==> config.mk <==
export PLATFORM = sky130hd
export DESIGN_NAME = seq_addsub
export DESIGN_NICKNAME = d
export VERILOG_FILES = /design/src/rtl/seq_addsub.sv
export SDC_FILE = /design/constraint.sdc
export NUM_CORES = 1
export LEC_CHECK = 0
export BUFFER_PORTS_ARGS = -buffer_cell sky130_fd_sc_hd__buf_4
export CAP_MARGIN = 40
export CORE_ASPECT_RATIO = 1.2
export CORE_MARGIN = 2
export CORE_UTILIZATION = 56
export CTS_BUF_LIST = sky130_fd_sc_hd__clkbuf_2 sky130_fd_sc_hd__clkbuf_4 sky130_fd_sc_hd__clkbuf_8
export DETAILED_ROUTE_END_ITERATION = 10
export PLACE_DENSITY_LB_ADDON = 0.1
export SLEW_MARGIN = 20
export SYNTH_ARGS = -nofsm -noshare
export SYNTH_HDL_FRONTEND = slang
export SYNTH_SLANG_ARGS = --single-unit
==> constraint.sdc <==
create_clock -name clk -period 2.14 [get_ports clk]
set_input_delay 0.214 -clock clk [delete_from_list [all_inputs] [get_ports clk]]
set_output_delay 0.214 -clock clk [all_outputs]
set_load 0.05 [all_outputs]
==> src/rtl/seq_addsub.sv <==
// Sequential digit-serial add/subtract unit: DIGIT bits per clock, LSB first, start/done handshake.
// Optional macro SEQ_ADDSUB_SAT_EN enables unsigned saturation of the result on completion.
module seq_addsub #(
  parameter int WIDTH = 8,
  parameter int DIGIT = 1
) (
  input  logic             clk,
  input  logic             rst_n,
  input  logic             start,
  input  logic             mode,
  input  logic [WIDTH-1:0] a,
  input  logic [WIDTH-1:0] b,
  input  logic             c_in,
  output logic             busy,
  output logic             done,
  output logic [WIDTH-1:0] s,
  output logic             c_out
);

  localparam int N  = WIDTH / DIGIT;
  localparam int CW = (N > 1) ? $clog2(N) : 1;
  localparam logic [CW-1:0] LAST = CW'(N - 1);

  localparam logic [0:0] IDLE = 1'b0;
  localparam logic [0:0] RUN  = 1'b1;

  logic [0:0]       state;
  logic [CW-1:0]    cnt;
  logic [WIDTH-1:0] a_sh;
  logic [WIDTH-1:0] b_sh;
  logic [WIDTH-1:0] acc;
  logic             carry;
  logic             sub;

  logic [DIGIT:0]   chunk;
  logic [WIDTH-1:0] acc_next;
  logic [WIDTH-1:0] result;
  logic             raw_c;

  // Subtraction runs as a + ~b + ~c_in, so b and c_in are inverted once at load time.
  always_comb begin
    chunk    = {1'b0, a_sh[DIGIT-1:0]} + {1'b0, b_sh[DIGIT-1:0]} + {{DIGIT{1'b0}}, carry};
    acc_next = (acc >> DIGIT) | (WIDTH'(chunk[DIGIT-1:0]) << (WIDTH - DIGIT));
    raw_c    = sub ? ~chunk[DIGIT] : chunk[DIGIT];
    result   = acc_next;
`ifdef SEQ_ADDSUB_SAT_EN
    if (raw_c) begin
      result = sub ? {WIDTH{1'b0}} : {WIDTH{1'b1}};
    end
`endif
  end

  always_ff @(posedge clk or negedge rst_n) begin
    if (!rst_n) begin
      state <= IDLE;
      cnt   <= '0;
      a_sh  <= '0;
      b_sh  <= '0;
      acc   <= '0;
      carry <= 1'b0;
      sub   <= 1'b0;
      busy  <= 1'b0;
      done  <= 1'b0;
      s     <= '0;
      c_out <= 1'b0;
    end else begin
      case (state)
        IDLE: begin
          done <= 1'b0;
          if (start) begin
            a_sh  <= a;
            b_sh  <= mode ? ~b : b;
            carry <= c_in ^ mode;
            sub   <= mode;
            acc   <= '0;
            cnt   <= '0;
            busy  <= 1'b1;
            state <= RUN;
          end
        end
        RUN: begin
          a_sh  <= a_sh >> DIGIT;
          b_sh  <= b_sh >> DIGIT;
          acc   <= acc_next;
          carry <= chunk[DIGIT];
          // Result registers are touched only on the final chunk so partial sums never leak out.
          if (cnt == LAST) begin
            s     <= result;
            c_out <= raw_c;
            done  <= 1'b1;
            busy  <= 1'b0;
            state <= IDLE;
          end else begin
            cnt <= cnt + CW'(1);
          end
        end
        default: state <= IDLE;
      endcase
    end
  end

endmodule

==> results of run 1 <==
## worst paths after layout
check / to / cells after the start
max reg2reg: cnt[2] / 4
max: cnt[2] / 4
max in group asynchronous: s[0] / 2
min: a_sh[7] / 3
min in group asynchronous: carry / 2
min reg2reg: a_sh[2] / 2
## cells by family after synthesis
family / Yosys count
adder cells (fa/ha/maj): 3
buffers and inverters: 11
flip-flops: 40
multiplexers: 20
AO/OA/AOI/OAI: 29
XOR/XNOR: 11
AND/OR/NAND/NOR: 34
## final cells by class
cell class	instances	area, µm²	share of cell area [%]
Clock inverter	2	10.0	0.462
Multi-Input combinational cell	97	791	36.5
Tap cell	36	45.0	2.08
Inverter	1	3.75	0.173
Sequential cell	40	1000	46.2
Clock buffer	6	51.3	2.37
Timing Repair Buffer	35	265	12.2
## synthesized netlist by cell type
cell	count	area, µm²
buf_2	4	20.0
dfrtp_1	40	1000
nand2_8	1	20.0
nor2_1	3	11.3
buf_4	5	37.5
nor2b_1	1	6.26
mux2_4	10	150
nand2_1	16	60.1
xor2_1	3	26.3
o22ai_1	1	6.26
nor2_2	1	6.26
buf_6	1	11.3
ha_1	2	25.0
a221o_1	2	20.0
mux2i_1	8	80.1
or3b_1	6	52.6
a211oi_1	1	7.51
inv_1	1	3.75
a22o_1	7	61.3
o21a_1	1	7.51
xnor2_1	8	70.1
a21oi_1	1	5.00
o21ai_1	3	15.0
fa_1	1	20.0
mux2_2	2	22.5
o211ai_1	6	45.0
o21ai_0	7	35.0
nand2b_1	4	25.0
and2_1	2	12.5
## power by group
group / leakage, nW / internal, mW / switching, mW
registers: 0.515 / 1.06 / 0.221
clock network: 0.0380 / 0.156 / 0.239
logic: 0.500 / 0.646 / 0.742
total: 1.05 / 1.87 / 1.20
## sequential cells by signal (all words and copies together) (netlist names)
register  cells
a_sh          8
b_sh          8
s             8
acc           7
cnt           3
busy          1
c_out         1
carry         1
done          1
state         1
sub           1
## what timing repair did
action | CTS | global route
buffers inserted | 0 | 0
hold buffers | 1 | 0
hold endpoints to repair | 40 | 0
## per-layer routing
metal | vias up | GRT usage (%)
li1 | 582 | -
met1 | 591 | 24.2
met2 | 26 | 30.7
met3 | 6 | 5.75
met4 | 0 | 7.14
met5 | - | 0
## critical path, stage by stage, from the launching register on
cell and delay (ns):
dfrtp_1 0.41, ha_1 0.16, ha_1 0.40, mux2_2 0.39, a22o_1 0.18
## layout by cell type (no fill, tap or decap)
master,synthesis,final
a211oi_1,1,1
a21oi_1,1,1
a221o_1,2,2
a22o_1,7,7
and2_1,2,2
buf_4,5,34
clkbuf_4,0,5
clkbuf_8,0,1
clkinv_2,0,2
dfrtp_1,40,40
dlygate4sd3_1,0,1
fa_1,1,1
ha_1,2,2
inv_1,1,1
mux2_2,2,2
mux2_4,10,10
mux2i_1,8,8
nand2_1,16,16
nand2_8,1,1
nand2b_1,4,4
nor2_1,3,3
nor2_2,1,1
nor2b_1,1,1
o211ai_1,6,6
o21a_1,1,1
o21ai_0,7,7
o21ai_1,3,3
o22ai_1,1,1
or3b_1,6,6
xnor2_1,8,8
xor2_1,3,3
## through the flow
stage               area (µm²)  setup slack [ns]  hold WS [ns]  utilization (%)  std cells
floorplan                 1860             0.663       -0.0816                -        148
global placement          2100             0.579         0.209             67.4        208
detailed placement        2100             0.494         0.215             67.4        208
CTS                       2170             0.472         0.103             69.7        217
global route              2170             0.404        0.0994             69.7        217
finish                    2170             0.488         0.117             69.7        217
==> impl_metrics.env, run 1 <==
export IMPL_ff2ff_setup_slack_ns=0.49
export IMPL_start_util_pct=59.9
export IMPL_antenna_found_initial=0
export IMPL_hold_viol_final=0
export IMPL_clk_pin_slew_ns=0.12
export IMPL_total_power_mw=3.07
export IMPL_p_leak_nw=1.05
export IMPL_cts_buffers=5
export IMPL_area_growth_pct=16.2
export IMPL_die_w_um=56.7
export IMPL_nNetsFinal=204
export IMPL_slew_violations=0
export IMPL_grt_max_degree=41
export IMPL_row_count=22
export IMPL_grt_pass1_vias=1144
export IMPL_cts_tree="built"
export IMPL_syn_inst=148
export IMPL_fmax_mhz=605
export IMPL_drive_gt1_share_pct=30.9
export IMPL_seq_area_frac_synth_pct=53.7
export IMPL_startpoint_type="flop"
export IMPL_r2r_start="cnt[0]"
export IMPL_wl_per_cell_um=14.3
export IMPL_max_cap_viol_count=0
export IMPL_synth_nets=172
export IMPL_cts_buffer_depth=2
export IMPL_synth_seq_cells=40
export IMPL_fin_setup_tns_ns=0
export IMPL_hp_class="in -> reg"
export IMPL_skew_ns=0.00738
export IMPL_peakVddDrop_v=0.000992
export IMPL_slew_headroom_pct=66.4
export IMPL_dr_first_iter_drc_count=33
export IMPL_ant_nets=0
export IMPL_numPortBuffers=31
export IMPL_setup_violations=0
export IMPL_dp_hpwl_um=2210
export IMPL_yosysUniqueCellTypes=29
export IMPL_status="finished clean"
export IMPL_met1_length_um=1360
export IMPL_worstSetupPathType="reg -> reg"
export IMPL_period_needed_ns=1.65
export IMPL_dieArea_um2=3810
export IMPL_core_um2=3110
export IMPL_crit_arrival_ns=1.89
export IMPL_detail_route_vias_per_cell=5.55
export IMPL_wl_um=3100
export IMPL_hp_start="a[7]"
export IMPL_synth_top_family_by_area="multiplexers"
export IMPL_wl_met2_um=1550
export IMPL_cellPowerDensity_nw_per_um2=1420
export IMPL_cts_num_sinks=40
export IMPL_synth_compound_area_share_pct=10.9
export IMPL_synth_mux_area_share_pct=13.6
export IMPL_fill_cells=252
export IMPL_grtUsageTotal_pct=19.0
export IMPL_tightest_slew_ns=0.504
export IMPL_drc=0
export IMPL_end_kind="flop"
export IMPL_route_met3_wl_um=140
export IMPL_vias=1205
export IMPL_synth_warnings=0
export IMPL_rsz0062_at_grt="no"
export IMPL_timing_final_crit_share_pct=77.2
export IMPL_drtPass1Iterations=4
export IMPL_cts_resized=0
export IMPL_critPathMaxFanout=7
export IMPL_antennaDiodeCount=0
export IMPL_place_congestion=0.729
export IMPL_avgSynthCellArea_um2=12.6
export IMPL_insertion_delay_ns=0.34
export IMPL_worstPathRequired_ns=2.38
export IMPL_io_pin_count=32
export IMPL_synth_xor_area_share_pct=5.17
export IMPL_topRoutingLayerUsed="met4"
export IMPL_synth_adder_area_share_pct=2.42
export IMPL_grt_pass1_wl_um=5410
export IMPL_fp_dieH_um=67.2
export IMPL_yosys_area_share_simple_pct=10.4
export IMPL_syn_area_um2=1860
export IMPL_clockRootBuffer="clkbuf_4"
export IMPL_htreeDepth=2
export IMPL_grt_overflow_total=0
export IMPL_startpoint="cnt[0]"
(Power assumes the default switching activity.)
==> run 2: changes to the inputs <==
- CORE_UTILIZATION: 56 -> 52
- clock period: 2.14 -> 1.46 ns (I/O delays scaled with it)
==> run 2 against run 1 <==
The run now ends with design-rule violations left. Critical endpoint unchanged. Setup slack lost 0.43 ns. Sequential share of layout area shrank 2.4 points. Global-route usage shrank 1.9 points. Power grew 63%. Hold slack lost 0.021 ns. Combinational power grew 57%. Routed wire length shrank 0.97%. Critical path type unchanged. Clock-buffer cell count grew 1. Clock skew shrank 0.0029 ns. Critical path depth is the same.
==> impl_metrics.env, run 2 (synthesis results as in run 1) <==
export IMPL_cts_buffer_depth=2
export IMPL_grt_pass1_wl_um=5400
export IMPL_final_cell_mix="dfrtp_1, buf_4, nand2_1, mux2_4"
export IMPL_tightest_slew_ns=0.491
export IMPL_total_power_mw=5.01
export IMPL_insertion_delay_ns=0.29
export IMPL_grt_pass1_vias=1216
export IMPL_vias=1223
export IMPL_placed_cells=214
export IMPL_max_cap_viol_count=0
export IMPL_timing_final_crit_share_pct=96.0
export IMPL_htreeDepth=2
export IMPL_ant_nets=0
export IMPL_fp_dieH_um=69.6
export IMPL_end_kind="flop"
export IMPL_grtUsageTotal_pct=17.1
export IMPL_peakVddDrop_v=0.000840
export IMPL_post_cts_setup_buffers=0
export IMPL_finish_utilization_pct=67.4
export IMPL_clockRootBuffer="clkbuf_8"
export IMPL_hold_ws_ns=0.0961
export IMPL_cts_num_sinks=40
export IMPL_grt_max_degree=41
export IMPL_cts_tree="built"
export IMPL_nNetsFinal=209
export IMPL_detail_route_vias_per_cell=5.48
export IMPL_final_common_cell="dfrtp_1"
export IMPL_dp_hpwl_um=2150
export IMPL_place_congestion=0.687
export IMPL_area_growth_pct=22.8
export IMPL_violations="design-rule violations"
export IMPL_pre_cts_slack_ns=-0.0414
export IMPL_crit_slowest_cell="dfrtp_1"
export IMPL_critPathMaxFanout=4
export IMPL_wl_per_cell_um=13.8
export IMPL_drc=2
export IMPL_fin_ws_ns=0.0583
export IMPL_core_um2=3400
export IMPL_cts_buffers=5
export IMPL_dr_first_iter_drc_count=52
export IMPL_reg_largest_list="a_sh (8), b_sh (8), s (8)"
export IMPL_die_w_um=58.7
export IMPL_fmax_mhz=713
export IMPL_drtPass1Iterations=7
export IMPL_worstPathRequired_ns=1.64
export IMPL_slew_headroom_pct=67.3
export IMPL_p_leak_nw=1.10
export IMPL_antenna_found_initial=0
export IMPL_period_needed_ns=1.40
export IMPL_crit_arrival_ns=1.59
export IMPL_path_cells="ha_2 -> ha_4 -> mux2_2 -> a22o_1"
export IMPL_cellPowerDensity_nw_per_um2=2190
export IMPL_clk_pin_slew_ns=0.08
export IMPL_wl_um=3070
export IMPL_grt_overflow_total=0
export IMPL_worstSetupPathType="reg -> reg"
export IMPL_setup_violations=0
export IMPL_antennaDiodeCount=0
export IMPL_slowest_delay_ns=0.37
export IMPL_rsz0062_at_grt="no"
export IMPL_skew_ns=0.00447
export IMPL_drive_gt1_share_pct=34.4
export IMPL_row_count=23
export IMPL_dieArea_um2=4080
export IMPL_numPortBuffers=31
export IMPL_startpoint_type="flop"
export IMPL_hold_viol_final=0
export IMPL_hp_class="in -> reg"
export IMPL_layout_cells_non_filler=223
export IMPL_start_util_pct=54.9
export IMPL_slew_violations=0
export IMPL_status="complete, but fails checks"
export IMPL_io_pin_count=32
-- run 2: cell types whose count changed in the layout (fill, tap and decap cells not counted), sizes merged --
cell,change
buf,+5
bufinv,+1
clkbuf,+1
clkinv,-2
-- run 2: per-stage QoR --
step | TNS [ns] | area [µm²]
5_1_grt | 0 | 2290
3_3_place_gp | 0 | 2130
4_1_cts | 0 | 2280
2_1_floorplan | 0 | 1870
6_report | 0 | 2290
3_5_place_dp | -0.0658 | 2130
-- run 2: layer usage --
metal	share of wire, %	global-route usage, %	up-vias
li1	-	-	591
met1	44	21.9	599
met2	49	26.8	27
met3	5.2	5.41	6
met4	1.5	6.06	0
met5	0	0	-
-- run 2: final cells by class --
cell class	count	area (µm²)
Sequential cell	40	1000
Multi-Input combinational cell	97	808
Timing Repair Buffer	40	303
Tap cell	37	46.3
Inverter	1	3.75
Clock buffer	7	96.3
Fill cell	277	1110
Clock inverter	1	30.0
-- run 2: what timing repair did --
item                                    in CTS  in global routing
endpoints found under the hold margin       40                  0
gates resized for setup                      2                  2
hold buffers                                 1                  0
endpoints found under the setup margin      12                  3
-- run 2: final timing paths --
| kind | from | end | slack, ns | depth (start not counted) |
|---|---|---|---|---|
| max in group asynchronous | rst_n | b_sh[6] | 0.76 | 2 |
| min in group asynchronous | rst_n | s[7] | 0.36 | 2 |
| hold reg to reg | done | done | 0.49 | 1 |
| setup / recovery | cnt[0] | cnt[2] | 0.06 | 4 |
| setup reg to reg | cnt[0] | cnt[2] | 0.06 | 4 |
| hold / removal | a[7] | a_sh[7] | 0.1 | 3 |
-- run 2: where the power goes --
part | internal, mW | switching (mW)
clock | 0.603 | 0.374
combinational | 1.05 | 1.13
sequential | 1.56 | 0.295
total | 3.21 | 1.80
-- run 2: worst max-delay path, delay by kind of cell (launching register included) --
family | cells | cell delay [ns]
muxes | 1 | 0.35
AOI/OAI and AO/OA | 1 | 0.18
DFF | 1 | 0.37
adders and majority gates | 2 | 0.39
==> run 3: changes to the inputs <==
- GPL_TIMING_DRIVEN: unset -> 0
- SETUP_SLACK_MARGIN: unset -> 0.2
==> run 3 against run 2 <==
The run still ends with design-rule violations left. Cell count rose by 2.7%. Via count rose by 2.1%. Clock skew rose by 0.0010 ns. Critical path type unchanged. Largest power group unchanged. Highest routed layer unchanged.
==> impl_metrics.env, run 3 (synthesis results as in run 1) <==
export IMPL_fmax_mhz=697
export IMPL_startpoint="cnt[0]"
export IMPL_status="complete, but fails checks"
export IMPL_cts_buffers=5
export IMPL_rsz0062_at_grt="yes"
export IMPL_path_buf_inv=1
export IMPL_p_leak_nw=1.12
export IMPL_dr_first_iter_drc_count=31
export IMPL_finish_utilization_pct=68.1
export IMPL_hold_end="a_sh[7]"
export IMPL_io_pin_count=32
export IMPL_tightest_slew_ns=0.498
export IMPL_path_cells="ha_2 -> ha_4 -> buf_8 -> mux2_2 -> a22o_1"
export IMPL_crit_slowest_cell="dfrtp_1"
export IMPL_detail_route_vias_per_cell=5.45
export IMPL_critPathMaxFanout=6
export IMPL_setup_violations=0
export IMPL_vias=1249
export IMPL_insertion_delay_ns=0.29
export IMPL_cts_buffer_depth=2
export IMPL_drive_gt1_share_pct=37.5
export IMPL_max_cap_viol_count=0
export IMPL_area_growth_pct=24.0
export IMPL_r2r_start="cnt[0]"
export IMPL_antenna_found_initial=0
export IMPL_wl_um=3270
export IMPL_slowest_delay_ns=0.39
export IMPL_clockRootBuffer="clkbuf_8"
export IMPL_grt_pass1_vias=1296
export IMPL_hold_depth=3
export IMPL_wl_per_cell_um=14.3
export IMPL_start_util_pct=54.9
export IMPL_row_count=23
export IMPL_dieArea_um2=4080
export IMPL_drtPass1Iterations=7
export IMPL_numPortBuffers=30
export IMPL_slew_headroom_pct=66.8
export IMPL_period_needed_ns=1.43
export IMPL_hold_viol_final=0
export IMPL_htreeDepth=2
export IMPL_worstSetupPathType="reg -> reg"
export IMPL_violations="design-rule violations"
export IMPL_total_power_mw=4.89
export IMPL_grt_pass1_wl_um=5690
export IMPL_grt_overflow_total=0
export IMPL_nNetsFinal=215
export IMPL_antennaDiodeCount=0
export IMPL_ff2ff_setup_slack_ns=0.03
export IMPL_ant_nets=0
export IMPL_rr_worst_depth=5
export IMPL_timing_rr_end="cnt[2]"
export IMPL_end_kind="flop"
export IMPL_dp_hpwl_um=2280
export IMPL_seq_area_um2=1000
export IMPL_worstPathRequired_ns=1.64
export IMPL_startpoint_type="flop"
export IMPL_reg_largest_list="a_sh (8), b_sh (8), s (8)"
export IMPL_cellPowerDensity_nw_per_um2=2120
export IMPL_final_cell_mix="buf_4, dfrtp_1, nand2_1, mux2_4"
export IMPL_core_um2=3400
export IMPL_hp_class="in -> reg"
export IMPL_crit_arrival_ns=1.62
export IMPL_path_depth=5
export IMPL_cts_tree="built"
export IMPL_skew_ns=0.00547
export IMPL_cts_num_sinks=40
export IMPL_die_w_um=58.7
export IMPL_fill_cells=256
export IMPL_fp_dieH_um=69.6
export IMPL_layout_cells_non_filler=229
export IMPL_hp_start="a[7]"
export IMPL_timing_final_crit_share_pct=98.2
export IMPL_slew_violations=0
export IMPL_cp_top_family="flip-flops"
export IMPL_drc=3
export IMPL_placed_cells=215
export IMPL_clk_pin_slew_ns=0.07
export IMPL_grtUsageTotal_pct=18.5
export IMPL_peakVddDrop_v=0.000861
export IMPL_grt_max_degree=41
export IMPL_place_congestion=0.770
export IMPL_multi_input_area_um2=817
export IMPL_hold_ws_ns=0.0966
[run 3: worst max-delay path by stage]
stage          endpoint  slack, ns
2_1_floorplan    cnt[1]       0.06
3_3_place_gp     cnt[1]       0.01
3_5_place_dp     cnt[2]      -0.02
4_1_cts          cnt[1]       0.01
5_1_grt          cnt[1]      -0.03
6_report         cnt[2]       0.03
[run 3: final cells by class]
cell class	instances	share of cell area, %
Sequential cell	40	43.3
Multi-Input combinational cell	97	35.3
Timing Repair Buffer	36	11.8
Clock buffer	6	3.57
Buffer	10	3.41
Tap cell	37	2.00
Clock inverter	2	0.433
Inverter	1	0.162
[run 3: worst reg2reg max path, delay by kind of cell (launching register included)]
family	cells	cell delay, ns
buffers and inverters	1	0.13
adders and majority gates	2	0.36
DFF	1	0.39
muxes	1	0.26
AOI/OAI and AO/OA	1	0.18
[run 3: report_power, final]
group          total [mW]  internal, mW  leakage, nW  switching [mW]
Sequential           1.86          1.56        0.515           0.296
Combinational        2.28          1.11        0.551            1.18
Clock               0.752         0.377       0.0510           0.376
Total                4.89          3.05         1.12            1.85
[run 3: routing by layer]
metal	vias to the layer above	track usage (%)	wire (µm)
met5	-	0	0
li1	598	-	-
met4	0	8.08	65
met3	6	5.60	134
met2	29	29.2	1630
met1	616	23.0	1440
[run 3: timing repair]
action,4_1_cts,5_1_grt
resized for setup,2,1
pin swaps,2,3
endpoints found under the setup margin,13,15
cloned,0,0
buffers inserted,3,2
hold endpoints to repair,40,0
hold buffers,1,0
[run 3: metrics by stage]
stage	setup slack, ns	TNS, ns	area [µm²]
after detailed placement	-0.0200	-0.0387	2160
after CTS	0.0144	0	2290
after global placement	0.0109	0	2160
after floorplan	0.0560	0	1890
after global routing	-0.0272	-0.0642	2310
final	0.0263	0	2310
